===== src/rtl/yolo_ofm_axi_writer_pkg.sv =====
// Shared constants and types for the YOLO OFM write-back DMA.
// Latency: n/a (package only).
// Backpressure: n/a (package only).
// Contents: AXI field constants, 4 KB page size, FSM state encoding and a
// helper that returns how many 32-bit words remain before the next 4 KB page.
package yolo_ofm_axi_writer_pkg;

  localparam logic [2:0] AXSIZE_4B    = 3'b010;
  localparam logic [1:0] AXBURST_INCR = 2'b01;
  localparam logic [1:0] RESP_OKAY    = 2'b00;
  localparam int         PAGE_BYTES   = 4096;

  typedef enum logic [2:0] {
    ST_IDLE      = 3'd0,
    ST_WAIT_DATA = 3'd1,
    ST_ADDR      = 3'd2,
    ST_DATA      = 3'd3,
    ST_RESP      = 3'd4,
    ST_DONE      = 3'd5
  } state_t;

  // Words left in the current 4 KB page for a word-aligned byte offset (1..1024).
  function automatic logic [10:0] page_words_left(input logic [11:0] page_off);
    logic [12:0] bytes_left;
    bytes_left = 13'(PAGE_BYTES) - {1'b0, page_off};
    return bytes_left[12:2];
  endfunction

endpackage


===== src/rtl/yolo_sync_fifo.sv =====
// Synchronous first-word fall-through FIFO buffering OFM words.
// Latency: a pushed word is visible on head the cycle after the push.
// Backpressure: push ignored when full, pop ignored when empty; full/empty/count exported.
// Ports: clk, rst (async active-high), push/push_data, pop, head, full, empty, count.
module yolo_sync_fifo #(
  parameter  int DEPTH = 32,
  parameter  int DW    = 32,
  localparam int AW    = $clog2(DEPTH)
) (
  input  logic          clk,
  input  logic          rst,
  input  logic          push,
  input  logic [DW-1:0] push_data,
  input  logic          pop,
  output logic [DW-1:0] head,
  output logic          full,
  output logic          empty,
  output logic [AW:0]   count
);

  logic [DW-1:0] mem [DEPTH];
  logic [AW-1:0] wr_ptr;
  logic [AW-1:0] rd_ptr;
  logic          do_push;
  logic          do_pop;

  assign do_push = push && !full;
  assign do_pop  = pop && !empty;

  always_ff @(posedge clk or posedge rst) begin
    if (rst) begin
      wr_ptr <= '0;
      rd_ptr <= '0;
      count  <= '0;
    end else begin
      if (do_push) wr_ptr <= wr_ptr + 1'b1;
      if (do_pop)  rd_ptr <= rd_ptr + 1'b1;
      case ({do_push, do_pop})
        2'b10:   count <= count + 1'b1;
        2'b01:   count <= count - 1'b1;
        default: count <= count;
      endcase
    end
  end

  // Storage needs no reset: only slots between the pointers are ever read.
  always_ff @(posedge clk) begin
    if (do_push) mem[wr_ptr] <= push_data;
  end

  assign head  = mem[rd_ptr];
  assign full  = (count == (AW+1)'(DEPTH));
  assign empty = (count == '0);

endmodule


===== src/rtl/yolo_ofm_axi_writer.sv =====
// OFM write-back DMA: buffers a word stream and writes it to DRAM as AXI INCR bursts.
// Latency: a burst starts once it is fully buffered; one AXI transaction outstanding at a time.
// Backpressure: s_ready drops when the FIFO is full or num_words have been accepted; W never stalls for data.
// Ports: clk/rst, i_start/i_base_addr/i_num_words (layer setup), s_* (OFM stream in),
//        M_AW*/M_W*/M_B* (AXI write master), o_busy/o_done/o_err (status).
module yolo_ofm_axi_writer
  import yolo_ofm_axi_writer_pkg::*;
#(
  parameter int AXI_WIDTH_AD = 32,
  parameter int AXI_WIDTH_ID = 4,
  parameter int AXI_WIDTH_DA = 32,
  parameter int AXI_WIDTH_DS = 4,
  parameter int BURST_LEN    = 16,
  parameter int FIFO_DEPTH   = 32,
  parameter int CNT_W        = 20
) (
  input  logic                    clk,
  input  logic                    rst,
  input  logic                    i_start,
  input  logic [AXI_WIDTH_AD-1:0] i_base_addr,
  input  logic [CNT_W-1:0]        i_num_words,
  input  logic                    s_valid,
  output logic                    s_ready,
  input  logic [AXI_WIDTH_DA-1:0] s_data,
  output logic                    M_AWVALID,
  input  logic                    M_AWREADY,
  output logic [AXI_WIDTH_AD-1:0] M_AWADDR,
  output logic [AXI_WIDTH_ID-1:0] M_AWID,
  output logic [7:0]              M_AWLEN,
  output logic [2:0]              M_AWSIZE,
  output logic [1:0]              M_AWBURST,
  output logic                    M_WVALID,
  input  logic                    M_WREADY,
  output logic [AXI_WIDTH_DA-1:0] M_WDATA,
  output logic [AXI_WIDTH_DS-1:0] M_WSTRB,
  output logic                    M_WLAST,
  output logic [AXI_WIDTH_ID-1:0] M_WID,
  input  logic                    M_BVALID,
  output logic                    M_BREADY,
  input  logic [1:0]              M_BRESP,
  input  logic [AXI_WIDTH_ID-1:0] M_BID,
  output logic                    o_busy,
  output logic                    o_done,
  output logic                    o_err
);

  localparam int FA = $clog2(FIFO_DEPTH);

  state_t                  state;
  state_t                  state_nxt;
  logic [AXI_WIDTH_AD-1:0] addr;
  logic [CNT_W-1:0]        num_words;
  logic [CNT_W-1:0]        words_rem;
  logic [CNT_W-1:0]        accepted;
  logic [CNT_W-1:0]        blen;
  logic [CNT_W-1:0]        blen_calc;
  logic [CNT_W-1:0]        page_left;
  logic [CNT_W-1:0]        beat;
  logic [FA:0]             fifo_count;
  logic                    fifo_full;
  logic                    fifo_empty;
  logic [AXI_WIDTH_DA-1:0] fifo_head;
  logic                    push;
  logic                    pop;
  logic                    last_beat;
  logic                    status_unused;

  // B ID is not needed with a single outstanding transaction.
  assign status_unused = ^{M_BID, fifo_empty};

  assign push = s_valid && s_ready;
  assign pop  = M_WVALID && M_WREADY;

  yolo_sync_fifo #(
    .DEPTH (FIFO_DEPTH),
    .DW    (AXI_WIDTH_DA)
  ) u_fifo (
    .clk       (clk),
    .rst       (rst),
    .push      (push),
    .push_data (s_data),
    .pop       (pop),
    .head      (fifo_head),
    .full      (fifo_full),
    .empty     (fifo_empty),
    .count     (fifo_count)
  );

  // Next burst length: burst cap, remaining words and distance to the 4 KB page end.
  assign page_left = CNT_W'(page_words_left(addr[11:0]));

  always_comb begin
    blen_calc = CNT_W'(BURST_LEN);
    if (words_rem < blen_calc) blen_calc = words_rem;
    if (page_left < blen_calc) blen_calc = page_left;
  end

  assign last_beat = (beat == blen - CNT_W'(1));

  always_ff @(posedge clk or posedge rst) begin
    if (rst) state <= ST_IDLE;
    else     state <= state_nxt;
  end

  always_comb begin
    state_nxt = state;
    M_AWVALID = 1'b0;
    M_WVALID  = 1'b0;
    M_WLAST   = 1'b0;
    M_BREADY  = 1'b0;
    o_busy    = 1'b0;
    o_done    = 1'b0;
    case (state)
      ST_IDLE: begin
        if (i_start) state_nxt = (i_num_words == '0) ? ST_DONE : ST_WAIT_DATA;
      end
      ST_WAIT_DATA: begin
        o_busy = 1'b1;
        // Whole burst must be buffered so WVALID never drops mid-burst.
        if (CNT_W'(fifo_count) >= blen_calc) state_nxt = ST_ADDR;
      end
      ST_ADDR: begin
        o_busy    = 1'b1;
        M_AWVALID = 1'b1;
        if (M_AWREADY) state_nxt = ST_DATA;
      end
      ST_DATA: begin
        o_busy   = 1'b1;
        M_WVALID = 1'b1;
        M_WLAST  = last_beat;
        if (M_WREADY && last_beat) state_nxt = ST_RESP;
      end
      ST_RESP: begin
        o_busy   = 1'b1;
        M_BREADY = 1'b1;
        if (M_BVALID) state_nxt = (words_rem == blen) ? ST_DONE : ST_WAIT_DATA;
      end
      ST_DONE: begin
        o_done    = 1'b1;
        state_nxt = ST_IDLE;
      end
      default: state_nxt = ST_IDLE;
    endcase
  end

  always_ff @(posedge clk or posedge rst) begin
    if (rst) begin
      addr      <= '0;
      num_words <= '0;
      words_rem <= '0;
      accepted  <= '0;
      blen      <= '0;
      beat      <= '0;
      o_err     <= 1'b0;
    end else begin
      if (state == ST_IDLE && i_start) begin
        addr      <= i_base_addr;
        num_words <= i_num_words;
        words_rem <= i_num_words;
        accepted  <= '0;
        o_err     <= 1'b0;
      end
      if (push) accepted <= accepted + CNT_W'(1);
      // Freeze the burst length so AW fields and the beat count stay consistent.
      if (state == ST_WAIT_DATA && state_nxt == ST_ADDR) blen <= blen_calc;
      if (state == ST_ADDR && M_AWREADY) beat <= '0;
      if (pop) beat <= beat + CNT_W'(1);
      if (state == ST_RESP && M_BVALID) begin
        if (M_BRESP != RESP_OKAY) o_err <= 1'b1;
        addr      <= addr + AXI_WIDTH_AD'({blen, 2'b00});
        words_rem <= words_rem - blen;
      end
    end
  end

  assign s_ready   = o_busy && !fifo_full && (accepted < num_words);

  assign M_AWADDR  = addr;
  assign M_AWID    = '0;
  assign M_AWLEN   = (state == ST_ADDR) ? 8'(blen - CNT_W'(1)) : 8'd0;
  assign M_AWSIZE  = AXSIZE_4B;
  assign M_AWBURST = AXBURST_INCR;
  assign M_WDATA   = (state == ST_DATA) ? fifo_head : '0;
  assign M_WSTRB   = '1;
  assign M_WID     = '0;

endmodule


===== config.mk =====
export PLATFORM = sky130hd
export DESIGN_NAME = yolo_ofm_axi_writer
export DESIGN_NICKNAME = d
export VERILOG_FILES = /design/src/rtl/yolo_ofm_axi_writer_pkg.sv /design/src/rtl/yolo_sync_fifo.sv /design/src/rtl/yolo_ofm_axi_writer.sv
export SDC_FILE = /design/constraint.sdc
export NUM_CORES = 1
export LEC_CHECK = 0
export BUFFER_PORTS_ARGS = -buffer_cell sky130_fd_sc_hd__buf_2
export CORE_ASPECT_RATIO = 0.7
export CORE_MARGIN = 10
export CORE_UTILIZATION = 64
export CTS_BUF_LIST = sky130_fd_sc_hd__clkbuf_8
export CTS_CLUSTER_DIAMETER = 40
export DETAILED_ROUTE_END_ITERATION = 10
export PLACE_DENSITY_LB_ADDON = 0.3
export SKIP_LAST_GASP = 1
export SLEW_MARGIN = 10
export SYNTH_ARGS = -nofsm -noshare
export SYNTH_HDL_FRONTEND = slang
export SYNTH_HIERARCHICAL = 1
export SYNTH_SLANG_ARGS = --single-unit

===== constraint.sdc =====
create_clock -name clk -period 6.7 [get_ports clk]
set_clock_uncertainty 0.1 [all_clocks]
set_input_delay 1.675 -clock clk [delete_from_list [all_inputs] [get_ports clk]]
set_output_delay 1.675 -clock clk [all_outputs]
set_load 0.02 [all_outputs]

==> summary.txt <==
Clock network
  • Root buf cell: clkbuf_8
  • Cts repair resizes: 0
  • Clk slew on worst S/H paths: 60 ps
  • Clock buffer count from CTS: 168
  • Setup Buffers After CTS: 0
  • Clock tree buffer depth: 3
  • Worst-skew pair later-pin latency: 820 ps
  • TritonCTS clock tree: yes
  • H-Tree Depth: 4
  • Clock sink count: 1176
  • Post-CTS Hold Buffers: 0

Worst setup path
  • Worst Path Arrival: 4490 ps
  • CP Cell Sequence: nand3_2, buf_4, o22ai_1, a2111oi_1, a311oi_1, and3_1, buf_2
  • Slowest cell on crit path: dfrtp_4
  • Startpoint Class: flip-flop
  • Top delay family on crit path: flip-flops
  • R2r setup slk: 590 ps
  • Crit path kind: flip-flop to output port
  • Bufs and invs on worst path: 2
  • CP max stage delay: 1070 ps
  • Worst-path fanout max: 59
  • Kind of end point of the critical path: output port
  • CP required: 4930 ps

Synthesis
  • Mapped cell area: 49900 um2
  • Synth Instances: 3011
  • Avg Cell Area, Syn: 16.6 um2
  • Ys Warns: 6

Floorplanning
  • Core ar.: 77100 um2
  • Die ar.: 89800 um2
  • Die Y: 254 um
  • Rows: 85
  • Ports: 194
  • Initial Utilization: 64.7%
  • Die X: 354 um

STA
  • Worst Hold Margin: 363 ps
  • Final min period: 6270 ps
  • Endpoints failing hold: 0
  • RSZ-0062 raised after global routing: no
  • Setup_tns: 0 ps
  • Max Slew Vio Count: 0
  • Worst relative slew slack: 16.9%
  • Worst slew pin tran: 1240 ps
  • Fmax: 0.159 GHz
  • Final Setup Violations: 0
  • Fin crit share: 93.6%

Route
  • Drt wl/cell: 28.6 um
  • Via count: 30200
  • DR iter-0 viols: 4395
  • Residual DRC count: 0
  • Antenna viol nets, final: 0
  • Post-Route WL: 128000 um
  • Detailed Routing Iterations Pass 1: 8
  • DR vias/cell: 6.76

Power
  • PwrDens: 359 nW/um2
  • Pleak: 0.0199 uW
  • Maximum vdd drop: 299 uV

Layout
  • Multi-input logic area: 14400 um2
  • Nets: 3471
  • Area Overhead vs Synth: 10.6%
  • Reg area: 34600 um2
  • Fin area: 55200 um2
  • Post-Layout Cell Count: 4463
  • Post-layout util: 71.6%
  • Layout cells sized above 1: 21.2%
  • Filler instances: 4631

Global routing
  • First-pass GRT wire length: 190000 um
  • GRT Overall Usage: 28.3%
  • Initial antenna violation count: 6
  • Total gr overflow: 0
  • Vias in the first global route: 29900
  • Largest net degree at the start of global routing: 81

Placed design
  • PortBufs: 172
  • GPL Wtd Cong: 0.950
  • Area after DPL: 52100 um2
  • DP HPWL: 79100 um
  • Placed insts: 4158

Min path
  • Hold WC Path Type: flip-flop to flip-flop

Run status
  • Status: finished clean

Job
  • Max-Cap Viols: 0
==> sequential cells by signal, indices dropped and copies added (netlist names) <==
name           count
M_AWADDR          32
accepted          20
beat              20
blen              20
num_words         20
o_err              1
state              3
u_fifo/count       6
u_fifo/mem      1024
u_fifo/rd_ptr      5
u_fifo/wr_ptr      5
words_rem         20
==> layout by cell type (no fill, tap or decap), types with 9 or more instances in the layout <==
master,instances
edfxtp_1,1024
mux4_2,193
clkbuf_8,182
buf_2,172
dfrtp_1,147
nand2_1,143
mux2i_1,141
inv_1,127
a21oi_1,121
a22oi_1,106
o21ai_0,87
ha_1,87
nor2_1,86
buf_4,69
o221ai_1,65
and3_1,60
nand3_1,47
clkinv_1,45
xnor2_1,41
nor2_4,33
a21o_1,31
xor2_1,29
o211ai_1,24
nor3_1,23
conb_1,23
nand4_1,19
a31oi_1,18
nor4_1,18
clkinv_2,14
a221o_1,13
or3_1,13
or2_2,12
o31ai_1,10
nand2b_1,9
nor2b_1,9
o21a_1,9
==> metal layers <==
layer / global-route usage [%] / vias up / part of all wire (%)
met5: 0 / - / 0.020
met4: 8.29 / 4 / 2.3
met3: 7.05 / 222 / 13
met2: 41.3 / 2037 / 44
met1: 42.1 / 15300 / 40
li1: - / 12600 / -
==> tightest hold or removal path: cells and delay by family, from the launching register on <==
kind	cells	cell delay [ps]
AND/OR/NAND/NOR	2	100
flip-flops	1	340
==> power by group <==
group	internal (uW)	leakage [uW]	switching [uW]
combinational	2340	0.00705	3330
clock	2620	0.00175	2650
sequential	8460	0.0111	426
total	13400	0.0199	6410
==> worst paths after layout <==
check | startpoint | endpoint | cells past startpoint
worst max-delay path | u_fifo/rd_ptr[2]$_DFFE_PP0P_ | M_WDATA[30] | 7
worst min register to register | o_err$_DFF_PP0_ | o_err$_DFF_PP0_ | 2
worst max register to register | M_AWADDR[2]$_DFFE_PP0P_ | state[0]$_DFF_PP0_ | 20
worst min-delay path | o_err$_DFF_PP0_ | o_err$_DFF_PP0_ | 2
min in group asynchronous | rst | words_rem[4]$_DFFE_PP0P_ | 2
max in group asynchronous | rst | state[0]$_DFF_PP0_ | 3
==> metrics by stage <==
step / setup slack (ps) / power [uW]
floorplan: 1290 / 12900
global placement: 872 / 14500
detailed placement: 805 / 14600
CTS: 505 / 19900
global route: 26.3 / 20600
finish: 430 / 19800
==> cell type report <==
class	count	area share (%)
multi-input cells	1607	26.1
clock inverters	121	1.10
diodes	2	0.00906
clock buffers	182	4.53
inverters	82	0.562
repair buffers	249	2.79
flip-flops and latches	1176	62.6
well taps	1044	2.36
Note: power is estimated with default switching activity, not from simulation.
